$ cat src/rtl/size_class_allocator.sv
// Power-of-two size-class block allocator: rounds a request up to its class,
// grants the lowest free slot (optionally falling back to larger classes), and accepts frees.
module size_class_allocator #(
  parameter int SIZE_W           = 6,
  parameter int BLOCKS_PER_CLASS = 4,
  parameter bit FALLBACK         = 1'b1,
  localparam int NCLS            = SIZE_W + 1,
  localparam int CLS_W           = $clog2(NCLS),
  localparam int SLOT_W          = $clog2(BLOCKS_PER_CLASS)
) (
  input  logic              clk,
  input  logic              reset,
  input  logic              req_valid,
  output logic              req_ready,
  input  logic [SIZE_W-1:0] req_size,
  output logic              rsp_valid,
  output logic              rsp_ok,
  output logic [1:0]        rsp_err,
  output logic [NCLS-1:0]   rsp_class,
  output logic [SLOT_W-1:0] rsp_slot,
  input  logic              free_valid,
  input  logic [CLS_W-1:0]  free_class,
  input  logic [SLOT_W-1:0] free_slot,
  output logic              free_err,
  output logic [NCLS-1:0]   class_full
);

  typedef enum logic [1:0] {IDLE, CLASSIFY, SEARCH, RESP} state_e;
  typedef logic [NCLS-1:0][BLOCKS_PER_CLASS-1:0] bitmap_t;

  localparam logic [1:0] ERR_NONE    = 2'b00;
  localparam logic [1:0] ERR_BADSIZE = 2'b01;
  localparam logic [1:0] ERR_FULL    = 2'b10;

  state_e                      state_q, state_d;
  logic [SIZE_W-1:0]           size_q, size_d;
  logic [CLS_W-1:0]            cur_class_q, cur_class_d;
  bitmap_t                     bitmap_q, bitmap_d;
  logic                        rsp_ok_q, rsp_ok_d;
  logic [1:0]                  rsp_err_q, rsp_err_d;
  logic [NCLS-1:0]             rsp_class_q, rsp_class_d;
  logic [SLOT_W-1:0]           rsp_slot_q, rsp_slot_d;
  logic                        free_err_q, free_err_d;

  logic [CLS_W-1:0]            size_class;
  logic [BLOCKS_PER_CLASS-1:0] cur_row;
  logic                        found, free_hit;
  logic [SLOT_W-1:0]           found_slot;
  bitmap_t                     alloc_mask, free_mask;

  assign req_ready = (state_q == IDLE) && !reset;
  assign rsp_valid = (state_q == RESP);
  assign rsp_ok    = rsp_ok_q;
  assign rsp_err   = rsp_err_q;
  assign rsp_class = rsp_class_q;
  assign rsp_slot  = rsp_slot_q;
  assign free_err  = free_err_q;

  always_comb begin
    for (int c = 0; c < NCLS; c++) class_full[c] = &bitmap_q[c];
  end

  // Smallest class whose block size covers the request; descending scan so the lowest match wins.
  always_comb begin
    size_class = '0;
    for (int c = NCLS - 1; c >= 0; c--) begin
      if (({{SIZE_W{1'b0}}, 1'b1} << c) >= {1'b0, size_q}) size_class = CLS_W'(c);
    end
  end

  always_comb begin
    // NOTE: every combinational output gets a default first, so no path leaves one unassigned (no latches).
    state_d     = state_q;
    size_d      = size_q;
    cur_class_d = cur_class_q;
    rsp_ok_d    = rsp_ok_q;
    rsp_err_d   = rsp_err_q;
    rsp_class_d = rsp_class_q;
    rsp_slot_d  = rsp_slot_q;
    alloc_mask  = '0;
    free_mask   = '0;
    free_hit    = 1'b0;
    cur_row     = '0;
    found       = 1'b0;
    found_slot  = '0;

    for (int c = 0; c < NCLS; c++) begin
      for (int s = 0; s < BLOCKS_PER_CLASS; s++) begin
        if (free_valid && free_class == CLS_W'(c) && free_slot == SLOT_W'(s) && bitmap_q[c][s]) begin
          free_mask[c][s] = 1'b1;
          free_hit        = 1'b1;
        end
      end
      if (cur_class_q == CLS_W'(c)) cur_row = bitmap_q[c];
    end
    free_err_d = free_valid && !free_hit;

    for (int s = BLOCKS_PER_CLASS - 1; s >= 0; s--) begin
      if (!cur_row[s]) begin
        found      = 1'b1;
        found_slot = SLOT_W'(s);
      end
    end

    case (state_q)
      IDLE: begin
        if (req_valid) begin
          size_d  = req_size;
          state_d = CLASSIFY;
        end
      end
      CLASSIFY: begin
        if (size_q == '0) begin
          rsp_ok_d    = 1'b0;
          rsp_err_d   = ERR_BADSIZE;
          rsp_class_d = '0;
          rsp_slot_d  = '0;
          state_d     = RESP;
        end else begin
          cur_class_d = size_class;
          state_d     = SEARCH;
        end
      end
      SEARCH: begin
        if (found) begin
          for (int c = 0; c < NCLS; c++) begin
            if (cur_class_q == CLS_W'(c))
              alloc_mask[c] = {{(BLOCKS_PER_CLASS-1){1'b0}}, 1'b1} << found_slot;
          end
          rsp_ok_d    = 1'b1;
          rsp_err_d   = ERR_NONE;
          rsp_class_d = {{(NCLS-1){1'b0}}, 1'b1} << cur_class_q;
          rsp_slot_d  = found_slot;
          state_d     = RESP;
        end else if (FALLBACK && cur_class_q < CLS_W'(NCLS - 1)) begin
          cur_class_d = cur_class_q + CLS_W'(1);
        end else begin
          rsp_ok_d    = 1'b0;
          rsp_err_d   = ERR_FULL;
          rsp_class_d = '0;
          rsp_slot_d  = '0;
          state_d     = RESP;
        end
      end
      RESP:    state_d = IDLE;
      default: state_d = IDLE;
    endcase

    // The search looked at the pre-edge bitmap, so a slot freed on this edge is never granted on it.
    bitmap_d = (bitmap_q & ~free_mask) | alloc_mask;
  end

  always_ff @(posedge clk) begin
    // NOTE: state registers use non-blocking assignments so all flops update from pre-edge values.
    if (reset) begin
      // NOTE: the bitmap is plain flops, not a RAM, so it is reset with everything else.
      state_q     <= IDLE;
      size_q      <= '0;
      cur_class_q <= '0;
      bitmap_q    <= '0;
      rsp_ok_q    <= 1'b0;
      rsp_err_q   <= ERR_NONE;
      rsp_class_q <= '0;
      rsp_slot_q  <= '0;
      free_err_q  <= 1'b0;
    end else begin
      state_q     <= state_d;
      size_q      <= size_d;
      cur_class_q <= cur_class_d;
      bitmap_q    <= bitmap_d;
      rsp_ok_q    <= rsp_ok_d;
      rsp_err_q   <= rsp_err_d;
      rsp_class_q <= rsp_class_d;
      rsp_slot_q  <= rsp_slot_d;
      free_err_q  <= free_err_d;
    end
  end

endmodule

$ cat config.mk
export PLATFORM = sky130hd
export DESIGN_NAME = size_class_allocator
export DESIGN_NICKNAME = d
export VERILOG_FILES = /design/src/rtl/size_class_allocator.sv
export SDC_FILE = /design/constraint.sdc
export NUM_CORES = 1
export LEC_CHECK = 0
export CORE_ASPECT_RATIO = 0.8
export CORE_UTILIZATION = 56
export CTS_CLUSTER_SIZE = 28
export DETAILED_ROUTE_END_ITERATION = 7
export MAX_ROUTING_LAYER = met4
export PLACE_DENSITY = 0.8
export RECOVER_POWER = 100
export SLEW_MARGIN = 20
export SYNTH_ARGS = -nofsm -noshare
export SYNTH_HDL_FRONTEND = slang
export SYNTH_SLANG_ARGS = --single-unit
export TNS_END_PERCENT = 50
$ cat constraint.sdc
create_clock -name clk -period 3.4 [get_ports clk]
set_clock_uncertainty 0.05 [all_clocks]
set_input_delay 0.85 -clock clk [delete_from_list [all_inputs] [get_ports clk]]
set_output_delay 0.85 -clock clk [all_outputs]
set_load 0.02 [all_outputs]
# == Yosys cells after proc, flatten, opt, wreduce, memory -nomap -nowiden ==
# Cells that the tools add are included.
# op_classes
n_bitwise,3
n_addsub,1
reduce_logical,84
eq_ne,24
n_shift,2
n_lt_le_gt_ge,8
n_mux,111
# op_table
cell,count
$logic_and A1 B1 Y1,65
$mux W1,63
$mux W28,2
$mux W4,14
$reduce_and A4 Y1,8
$mux W3,10
$and A28 B28 Y28,1
$not A28 Y28,1
$or A28 B28 Y28,1
$mux W2,13
$mux W7,3
$eq A3 B3 Y1 const B,6
$pmux W7 S2,1
$eq A3 B2 Y1 const B,4
$ne A2 B2 Y1 const B,5
$eq A2 B2 Y1 const B,4
$pmux W2 S2,2
$pmux W2 S4,1
$ge A7 B6 Y1 const A,1
$shl A1 B3 Y7 const A,1
$eq A3 B1 Y1 const B,2
$ge A1 B6 Y1 const A,1
$ge A2 B6 Y1 const A,1
$ge A3 B6 Y1 const A,1
other kinds (17),22
# word_totals
input_bits,15
regBits,52
word_cells,248
output_inout_bits,22

# == Longest topological paths before layout ==
# Gate-level depths: netlist (run 1).
# depth
depth_word,34
mapped_depth,12
depth_no_buf,9

# == Worst setup path before layout (run 1) ==
# OpenSTA, ideal clock, no wires.
# synth_path
path_kind,reg2reg
from,register cur_class_q[2]
to,register cur_class_q[0]
period_less_slack_ps,2447
stages_incl_launch_ff,11
n_path_buf,1
path_slack_ps,953
t_arrival_ps,2280
setup_ps,117
t_required_ps,3233
path_cell_list,dfxtp_1 -> buf_6 -> inv_1 -> ha_1 -> or2_2 -> a221oi_1 -> o22a_1 -> a21o_1 -> a41oi_2 -> a211o_1 -> a32o_1
# synth_between
elab_chain_len,14
elab_cells_between_ends,22
classes_between,1 x order compare; 8 x eq/ne; 11 x mux; 2 x reduce/logical
# synth_rtl
item,line_no,text
from (decl),37,"logic [CLS_W-1:0] cur_class_q, cur_class_d;"
from (signal assigned),169,cur_class_q <= cur_class_d;
$logic_not A3 Y1,94,if (cur_class_q == CLS_W'(c)) cur_row = bitmap_q[c];
$mux W4 (7 in a row),94,
$mux W1 (4 in a row),99,if (!cur_row[s]) begin
$ne A2 B2 Y1 (no source line),--,
$reduce_and A4 Y1 (no source line) *,--,
# Every way passes the cells marked *; elsewhere a longest branch is shown, timed or not.
# A chain may end at the register's enable or synchronous reset.

# == Worst setup path after layout (run 1) ==
# layout_path
from,register cur_class_q[1]
to,register cur_class_q[0]
# Same word-level chain as after synthesis.

==> impl_metrics.yaml, run 1 <==
outcome:
  status: "completed"
pwr:
  p_per_area_nw_per_um2: 540
  switchingPower_uw: 787
  seq_power_share_pct: 37.2
  power_mw: 1.91
  leakage_nw: 1.25
  intPower_mw: 1.13
  p_sw_share_pct: 41.2
  ir_drop_uv: 317
  power_frac_comb_pct: 43.7
  clkPwrFrac_pct: 19.1
route:
  antenna_left: 0
  firstDrtPassIters: 5
  avgRoutedWirePerCell_um: 18.3
  vias: 3222
  drc: 0
  vias_per_cell: 6.68
  drt_iter0_drc: 372
  drt_wl_total_um: 8840
cells_and_area:
  layout-drive-gt1-share_pct: 5.71
  fin_util_pct: 68.4
  nets: 444
  area_growth_pct: 13.3
  antenna_cells: 0
synth:
  yosys-top-cells-area: "dfxtp_1 33%, a21oi_1 7.5%, nand2_1 6.0%, o21ai_0 5.8%, ha_1 4.0%"
  synth_compound_area_share_pct: 31.7
  synth_fa_ha_area_share_pct: 4.00
  syn_avg_cell_area_um2: 7.96
  ys_seq_area_share_pct: 33.3
  synth_top_cell_by_area: "dfxtp_1"
  synth_warnings: 0
  syn_inst: 393
  async_flop_share_pct: 0
  synth_nets: 418
  ys_seq_elements: 52
  synth_most_common_cell: "dfxtp_1"
  synth_ff_type: "dfxtp_1"
  synth_edf_count: 0
  synthXorXnorAreaFrac_pct: 0
  synth-simple-area-share_pct: 22.8
  syn_area_um2: 3130
  synth_top_family_by_area: "compound AO/OA/AOI/OAI gates"
  synth_cell_types: 65
  synthTopCellsByCount: "52 x dfxtp_1, 50 x nand2_1, 47 x a21oi_1"
  synth_top_area_share_pct: 33.3
  synthMuxAreaShare_pct: 1.64
placed_design:
  io_buffers: 36
  hpwl_um: 6290
  gp_congestion: 0.984
worst_setup_path:
  crit_type: "reg2reg"
  startpoint_type: "register"
  cp_top_family: "compound AO/OA/AOI/OAI gates"
  crit_required_ns: 3.55
  critPathArrivalTime_ns: 3.25
  end_kind: "register"
  path_buf_inv: 1
  worst_path_max_delay_cell: "ha_1"
  cpPeakStageDelay_ns: 0.63
  path_cells: "inv_1 > ha_1 > a21oi_1 > a221oi_1 > o211ai_2 > a22oi_4 > a41oi_1 > a211o_1 > a32o_1"
  crit_fanout: 23
sta:
  tightest_slew_ns: 0.882
  rsz0062_at_grt: "false"
  fin_crit_sh_pct: 91.0
  finalSetupViolCount: 0
  setup_tns_ns: 0
  period_needed_ns: 3.10
  finalHoldViolCount: 0
  hold_ws_ns: 0.403
  max-slew-margin-rel_pct: 41.0
  slew_violations: 0
  fmax_mhz: 323
clock_network:
  cts_resized: 0
  clk_latency_ns: 0.31
  cts.sinks: 52
  clk_pin_slew_ns: 0.09
  cts_tree: "built"
  postCtsSetupRepairBufs: 0
  cts_max_level: 2
  cts-root-buf: "clkbuf_8"
  clockBufferDepth: 2
  numCtsBuffers: 5
  cts_hold_buf: 0
floorplanning:
  fp.dieW_um: 85.5
  rows: 23
  core_area_um2: 5180
  start_util_pct: 60.4
  die-area_um2: 5890
  ios: 37
  die_h_um: 68.8
grt:
  grt_pass1_vias: 2785
  grt_antenna_before_repair: 0
  grt_usage_pct: 32.0
  grt_max_degree: 36
  grt_first_pass_wirelength_um: 14000
  grt-ovfl-total: 0
flow_run:
  cap_violations: 0
worst_hold_path:
  worst_hold_path_type: "reg2reg"
## area by class of cell
cell class	count	area, um^2
Multi-Input combinational cell	298	1860
Fill cell	433	1640
Sequential cell	52	1040
Timing Repair Buffer	41	394
Clock buffer	7	86.3
Inverter	21	78.8
Tap cell	62	77.6
Clock inverter	1	7.51
## path summary, 6_finish.rpt
check	end	slack, ns	cells after the start	from
worst max register to register	cur_class_q[0]	0.30	9	cur_class_q[1]
worst min-delay path	rsp_ok	0.40	1	rsp_ok
worst max-delay path	cur_class_q[0]	0.30	9	cur_class_q[1]
worst min register to register	rsp_ok	0.40	1	rsp_ok
## sequential cells by signal, summed over array words and instances, names as in the netlist
| signal | cells |
|---|---|
| size_q | 6 |
| bitmap_q | 28 |
| rsp_slot | 2 |
| rsp_err | 2 |
| cur_class_q | 3 |
| state_q | 2 |
| free_err | 1 |
| rsp_class | 7 |
| rsp_ok | 1 |
## cell usage in the layout (no fill, tap or decap), types with 3 or more instances in the layout
cell             instances
o21ai_0                 36
a22oi_1                  9
a211oi_1                 4
nand3b_1                 6
a32o_1                   3
nor2b_1                 10
clkbuf_8                 6
nor2_1                  11
nand2b_1                 4
clkdlybuf4s50_1         12
mux2i_1                  4
a221oi_1                 8
nand3_1                 21
buf_4                    4
o211ai_1                 8
a22o_1                   5
dlygate4sd3_1           24
dfxtp_1                 52
nand2_1                 50
ha_1                    10
a21oi_1                 47
and4_1                   5
nor3_1                   8
inv_1                   20
## metal layers
| metal | part of all wire, % | global-route usage (%) | vias up |
|---|---|---|---|
| met5 | 0 | - | - |
| met4 | 2.7 | 11.7 | 0 |
| met3 | 11 | 5.95 | 29 |
| met2 | 41 | 44.3 | 178 |
| met1 | 46 | 46.1 | 1517 |
| li1 | - | - | 1498 |
## cell families (layout without fill, tap and decap cells)
family / Yosys count / after routing
and+or+nand+nor: 136 / 136
AOI/OAI and AO/OA: 147 / 147
buffers and inverters: 43 / 70
adders and majority gates: 10 / 10
muxes: 5 / 5
DFF: 52 / 52
## stage by stage
| stage | setup WS, ns | std cells | cell area, um^2 |
|---|---|---|---|
| after global routing | 0.118 | 482 | 3540 |
| after detailed placement | 0.436 | 474 | 3480 |
| final | 0.304 | 482 | 3540 |
| after global placement | 0.426 | 474 | 3480 |
| after CTS | 0.413 | 482 | 3570 |
| after floorplan | 0.953 | 393 | 3130 |
## power groups by stage
stage                     clock [mW]  sequential [mW]  combinational, mW
after detailed placement           0            0.724              0.834
after global placement             0            0.723              0.816
final                          0.366            0.711              0.836
after floorplan                    0            0.721              0.650
after global routing           0.395            0.720              0.923
after CTS                      0.371            0.710              0.837
Note: power is estimated with default switching activity, not from simulation.
==> run 2, diff against run 1 <==
--- a/config.mk
+++ b/config.mk
@@ -6,11 +6,11 @@
 export NUM_CORES = 1
 export LEC_CHECK = 0
 export CORE_ASPECT_RATIO = 0.8
-export CORE_UTILIZATION = 56
+export CORE_UTILIZATION = 60
 export CTS_CLUSTER_SIZE = 28
 export DETAILED_ROUTE_END_ITERATION = 7
 export MAX_ROUTING_LAYER = met4
-export PLACE_DENSITY = 0.8
+export PLACE_DENSITY = 0.85
 export RECOVER_POWER = 100
 export SLEW_MARGIN = 20
 export SYNTH_ARGS = -nofsm -noshare
==> constraint.sdc (replaced) <==
create_clock -name clk -period 3.8 [get_ports clk]
set_clock_uncertainty 0.05 [all_clocks]
set_input_delay 0.95 -clock clk [delete_from_list [all_inputs] [get_ports clk]]
set_output_delay 0.95 -clock clk [all_outputs]
set_load 0.02 [all_outputs]
==> impl_metrics.yaml, run 2 (same netlist as run 1, synthesis figures left out) <==
outcome:
  status: "completed"
worst_setup_path:
  cp_top_family: "compound AO/OA/AOI/OAI gates"
  worst_path_max_delay_cell: "ha_1"
  startpoint_type: "register"
  crit_type: "reg2reg"
  critPathArrivalTime_ns: 3.44
  path_buf_inv: 1
  end_kind: "register"
  path_cells: "inv_1 > ha_1 > a21oi_1 > a221oi_1 > o211ai_1 > a22oi_4 > a41oi_1 > or4_1 > o31ai_1"
  crit_required_ns: 3.97
  crit_fanout: 23
  cpPeakStageDelay_ns: 0.65
placed_design:
  gp_congestion: 0.962
  place_inst: 472
  place_ws_ns: 0.660
  io_buffers: 36
  hpwl_um: 6340
clock_network:
  clk_latency_ns: 0.30
  cts_max_level: 2
  cts_tree: "built"
  cts.sinks: 52
  clk_pin_slew_ns: 0.09
  cts-root-buf: "clkbuf_8"
  cts_resized: 0
  postCtsSetupRepairBufs: 0
  clockBufferDepth: 2
  numCtsBuffers: 5
  cts_hold_buf: 0
route:
  vias_per_cell: 6.72
  drt_wl_total_um: 8730
  avgRoutedWirePerCell_um: 18.2
  antenna_left: 0
  drc: 0
  firstDrtPassIters: 5
  vias: 3225
  drt_iter0_drc: 379
cells_and_area:
  largest_reg_flops: 28
  stdcell_count: 480
  layout-drive-gt1-share_pct: 5.50
  layout_commonest_cell: "dfxtp_1"
  fillers: 413
  nets: 442
  area_growth_pct: 13.0
  fin_util_pct: 70.6
  layout_common_cells: "52 x dfxtp_1, 50 x nand2_1, 47 x a21oi_1"
  top_register: "bitmap_q"
  antenna_cells: 0
floorplanning:
  die_h_um: 66.6
  rows: 23
  fp.dieW_um: 82.7
  die-area_um2: 5510
  start_util_pct: 62.4
  ios: 37
  core_area_um2: 5010
worst_hold_path:
  worst_hold_path_type: "reg2reg"
pwr:
  leakage_nw: 1.25
  ir_drop_uv: 337
  power_mw: 1.71
  p_per_area_nw_per_um2: 484
sta:
  fmax_mhz: 306
  setup_tns_ns: 0
  finalSetupViolCount: 0
  rsz0062_at_grt: "false"
  tightest_slew_ns: 0.832
  finalHoldViolCount: 0
  fin_crit_sh_pct: 86.0
  slew_violations: 0
  setup_ws_ns: 0.530
  max-slew-margin-rel_pct: 44.6
  period_needed_ns: 3.27
grt:
  grt_max_degree: 37
  grt_pass1_vias: 2802
  grt_antenna_before_repair: 0
  grt_usage_pct: 34.7
  grt-ovfl-total: 0
  grt_first_pass_wirelength_um: 13900
flow_run:
  cap_violations: 0
==> run 2: cell count changes in the layout (fill, tap and decap cells not counted), sizes merged <==
cell,change
clkinvlp,-1
buf,-1
==> run 2: path summary, 6_finish.rpt <==
check	from	to	slack, ns	depth (start not counted)
worst max-delay path	cur_class_q[1]	cur_class_q[1]	0.53	9
worst min-delay path	rsp_ok	rsp_ok	0.41	1
worst max register to register	cur_class_q[1]	cur_class_q[1]	0.53	9
worst min register to register	rsp_ok	rsp_ok	0.41	1
==> run 2: through the flow <==
step / hold slack [ns] / instance area (um^2)
6_report: 0.411 / 3530
5_1_grt: 0.447 / 3530
4_1_cts: 0.422 / 3550
3_5_place_dp: 0.400 / 3460
3_3_place_gp: 0.387 / 3460
2_1_floorplan: 0.414 / 3130
==> run 2: layout make-up <==
cell class | count | area (um^2) | share of cell area, %
Multi-Input combinational cell | 298 | 1860 | 52.7
Sequential cell | 52 | 1040 | 29.5
Clock buffer | 8 | 90.1 | 2.55
Inverter | 21 | 78.8 | 2.23
Timing Repair Buffer | 39 | 383 | 10.8
Tap cell | 62 | 77.6 | 2.20
==> run 2: routing by layer <==
| layer | routed length [um] | track usage (%) |
|---|---|---|
| met3 | 935 | 7.81 |
| met1 | 3890 | 48.4 |
| met5 | 0 | - |
| met2 | 3770 | 50.0 |
| met4 | 138 | 9.27 |
==> run 2: report_power, final <==
| group | internal, mW | switching (mW) |
|---|---|---|
| combinational | 0.271 | 0.479 |
| clock | 0.149 | 0.172 |
| sequential | 0.590 | 0.0497 |
| total | 1.01 | 0.700 |
==> run 3, diff against run 2 <==
--- a/config.mk
+++ b/config.mk
@@ -6,11 +6,11 @@
 export NUM_CORES = 1
 export LEC_CHECK = 0
 export CORE_ASPECT_RATIO = 0.8
-export CORE_UTILIZATION = 60
+export CORE_UTILIZATION = 51
 export CTS_CLUSTER_SIZE = 28
 export DETAILED_ROUTE_END_ITERATION = 7
 export MAX_ROUTING_LAYER = met4
-export PLACE_DENSITY = 0.85
+export PLACE_DENSITY = 0.77
 export RECOVER_POWER = 100
 export SLEW_MARGIN = 20
 export SYNTH_ARGS = -nofsm -noshare
==> constraint.sdc (replaced) <==
create_clock -name clk -period 2.6 [get_ports clk]
set_clock_uncertainty 0.05 [all_clocks]
set_input_delay 0.65 -clock clk [delete_from_list [all_inputs] [get_ports clk]]
set_output_delay 0.65 -clock clk [all_outputs]
set_load 0.02 [all_outputs]
==> impl_metrics.yaml, run 3 (same netlist as run 1, synthesis figures left out) <==
outcome:
  status: "completed"
worst_hold_path:
  worst_hold_path_type: "reg2reg"
  hp-start: "rsp_ok"
grt:
  grt-ovfl-total: 0
  grt_pass1_vias: 3047
  grt_usage_pct: 32.9
  grt_first_pass_wirelength_um: 15500
  grt_antenna_before_repair: 0
  grt_max_degree: 36
floorplanning:
  start_util_pct: 52.9
  die-area_um2: 6450
  rows: 25
  fp.dieW_um: 89.5
  ios: 37
  die_h_um: 72.0
  core_area_um2: 5910
sta:
  finalSetupViolCount: 0
  slew_violations: 0
  max-slew-margin-rel_pct: 55.3
  fin_crit_sh_pct: 96.7
  tightest_slew_ns: 0.669
  fmax_mhz: 398
  finalHoldViolCount: 0
  setup_tns_ns: 0
  period_needed_ns: 2.51
cells_and_area:
  top_register: "bitmap_q"
  area_growth_pct: 30.0
  antenna_cells: 0
  largest_reg_flops: 28
  fillers: 480
  layout-drive-gt1-share_pct: 19.3
  final_area_um2: 4060
  nets: 485
  layout_common_cells: "50 x nand2_1, 50 x dfxtp_1, 46 x a21oi_1"
clock_network:
  clockBufferDepth: 2
  cts_max_level: 2
  cts-root-buf: "clkbuf_8"
  clk_pin_slew_ns: 0.09
  clk_latency_ns: 0.31
  numCtsBuffers: 5
  cts.sinks: 52
  cts_tree: "built"
placed_design:
  dpl_cell_area_um2: 3760
  io_buffers: 36
  gp_congestion: 0.944
  hpwl_um: 7300
worst_setup_path:
  critPathLaunch: "reset"
  endpoint: "req_ready"
  r2r_cells: 10
  startpoint_type: "input port"
  critPathArrivalTime_ns: 1.81
  crit_fanout: 2
  rrSetupSlack_ns: 0.09
  end_kind: "output port"
  crit_type: "in2out"
  timing.rr.end: "cur_class_q[1]"
  reg2reg_from: "cur_class_q[1]"
  crit_required_ns: 1.90
pwr:
  leakage_nw: 1.48
  ir_drop_uv: 435
  p_per_area_nw_per_um2: 719
  power_mw: 2.92
route:
  vias_per_cell: 6.23
  vias: 3379
  firstDrtPassIters: 5
  drt_wl_total_um: 10000
  drt_iter0_drc: 339
  avgRoutedWirePerCell_um: 18.5
  antenna_left: 0
  drc: 0
flow_run:
  cap_violations: 0
==> run 3: cell types whose count changed in the layout (fill, tap and decap cells not counted), moves of 3 or more <==
cell      change
a211oi_1      -3
a221oi_1      -4
ha_1          -5
a211oi_2      +3
ha_4          +3
buf_4        +40
==> run 3: final cells by class <==
cell class	count	area [um^2]	area share, %
multi-input combinational	298	2030	49.8
sequential	52	1050	25.8
timing repair buffer	82	713	17.5
tap	81	101	2.49
clock buffer	8	90.1	2.22
inverter	21	85.1	2.09
==> run 3: stage by stage <==
| stage | setup WS, ns | utilization (%) | cells | hold slack [ns] |
|---|---|---|---|---|
| finish | 0.0853 | 68.7 | 542 | 0.414 |
| global route | -0.00565 | 68.7 | 542 | 0.451 |
| CTS | 0.00956 | 65.9 | 536 | 0.424 |
| detailed placement | -0.156 | 63.7 | 528 | 0.402 |
| global placement | -0.0483 | 63.7 | 528 | 0.390 |
| floorplan | 0.153 | - | 393 | 0.414 |
==> run 3: how the worst min path moves through the flow <==
stage                         to  slack (ns)  cells past startpoint
CTS                       rsp_ok        0.42                      1
global route              rsp_ok        0.45                      1
floorplan           bitmap_q[21]        0.41                      2
global placement          rsp_ok        0.39                      1
finish                    rsp_ok        0.41                      1
detailed placement        rsp_ok        0.40                      1
==> run 3: timing repair <==
item,in CTS,in global routing
gates resized for setup,7,28
pin swaps,2,12
buffers inserted,0,6
cloned,0,0
hold buffers,0,0
endpoints found under the setup margin,9,35
==> run 3: power breakdown <==
group | internal [mW] | switching, mW
logic | 0.647 | 0.848
clock network | 0.218 | 0.265
registers | 0.867 | 0.0799
==> run 3: critical path, cell delays in order <==
cell,delay (ns)
clkdlybuf4s50_1,0.43
nor2b_1,0.12
clkdlybuf4s50_1,0.62
==> run 3: layer usage <==
metal	vias to the layer above	part of all wire [%]	GRT usage, %	wire (um)
li1	1593	-	-	-
met1	1592	46	47.3	4620
met2	168	42	44.6	4250
met3	26	9.3	7.74	931
met4	0	2.0	11.1	199
met5	-	0	-	0
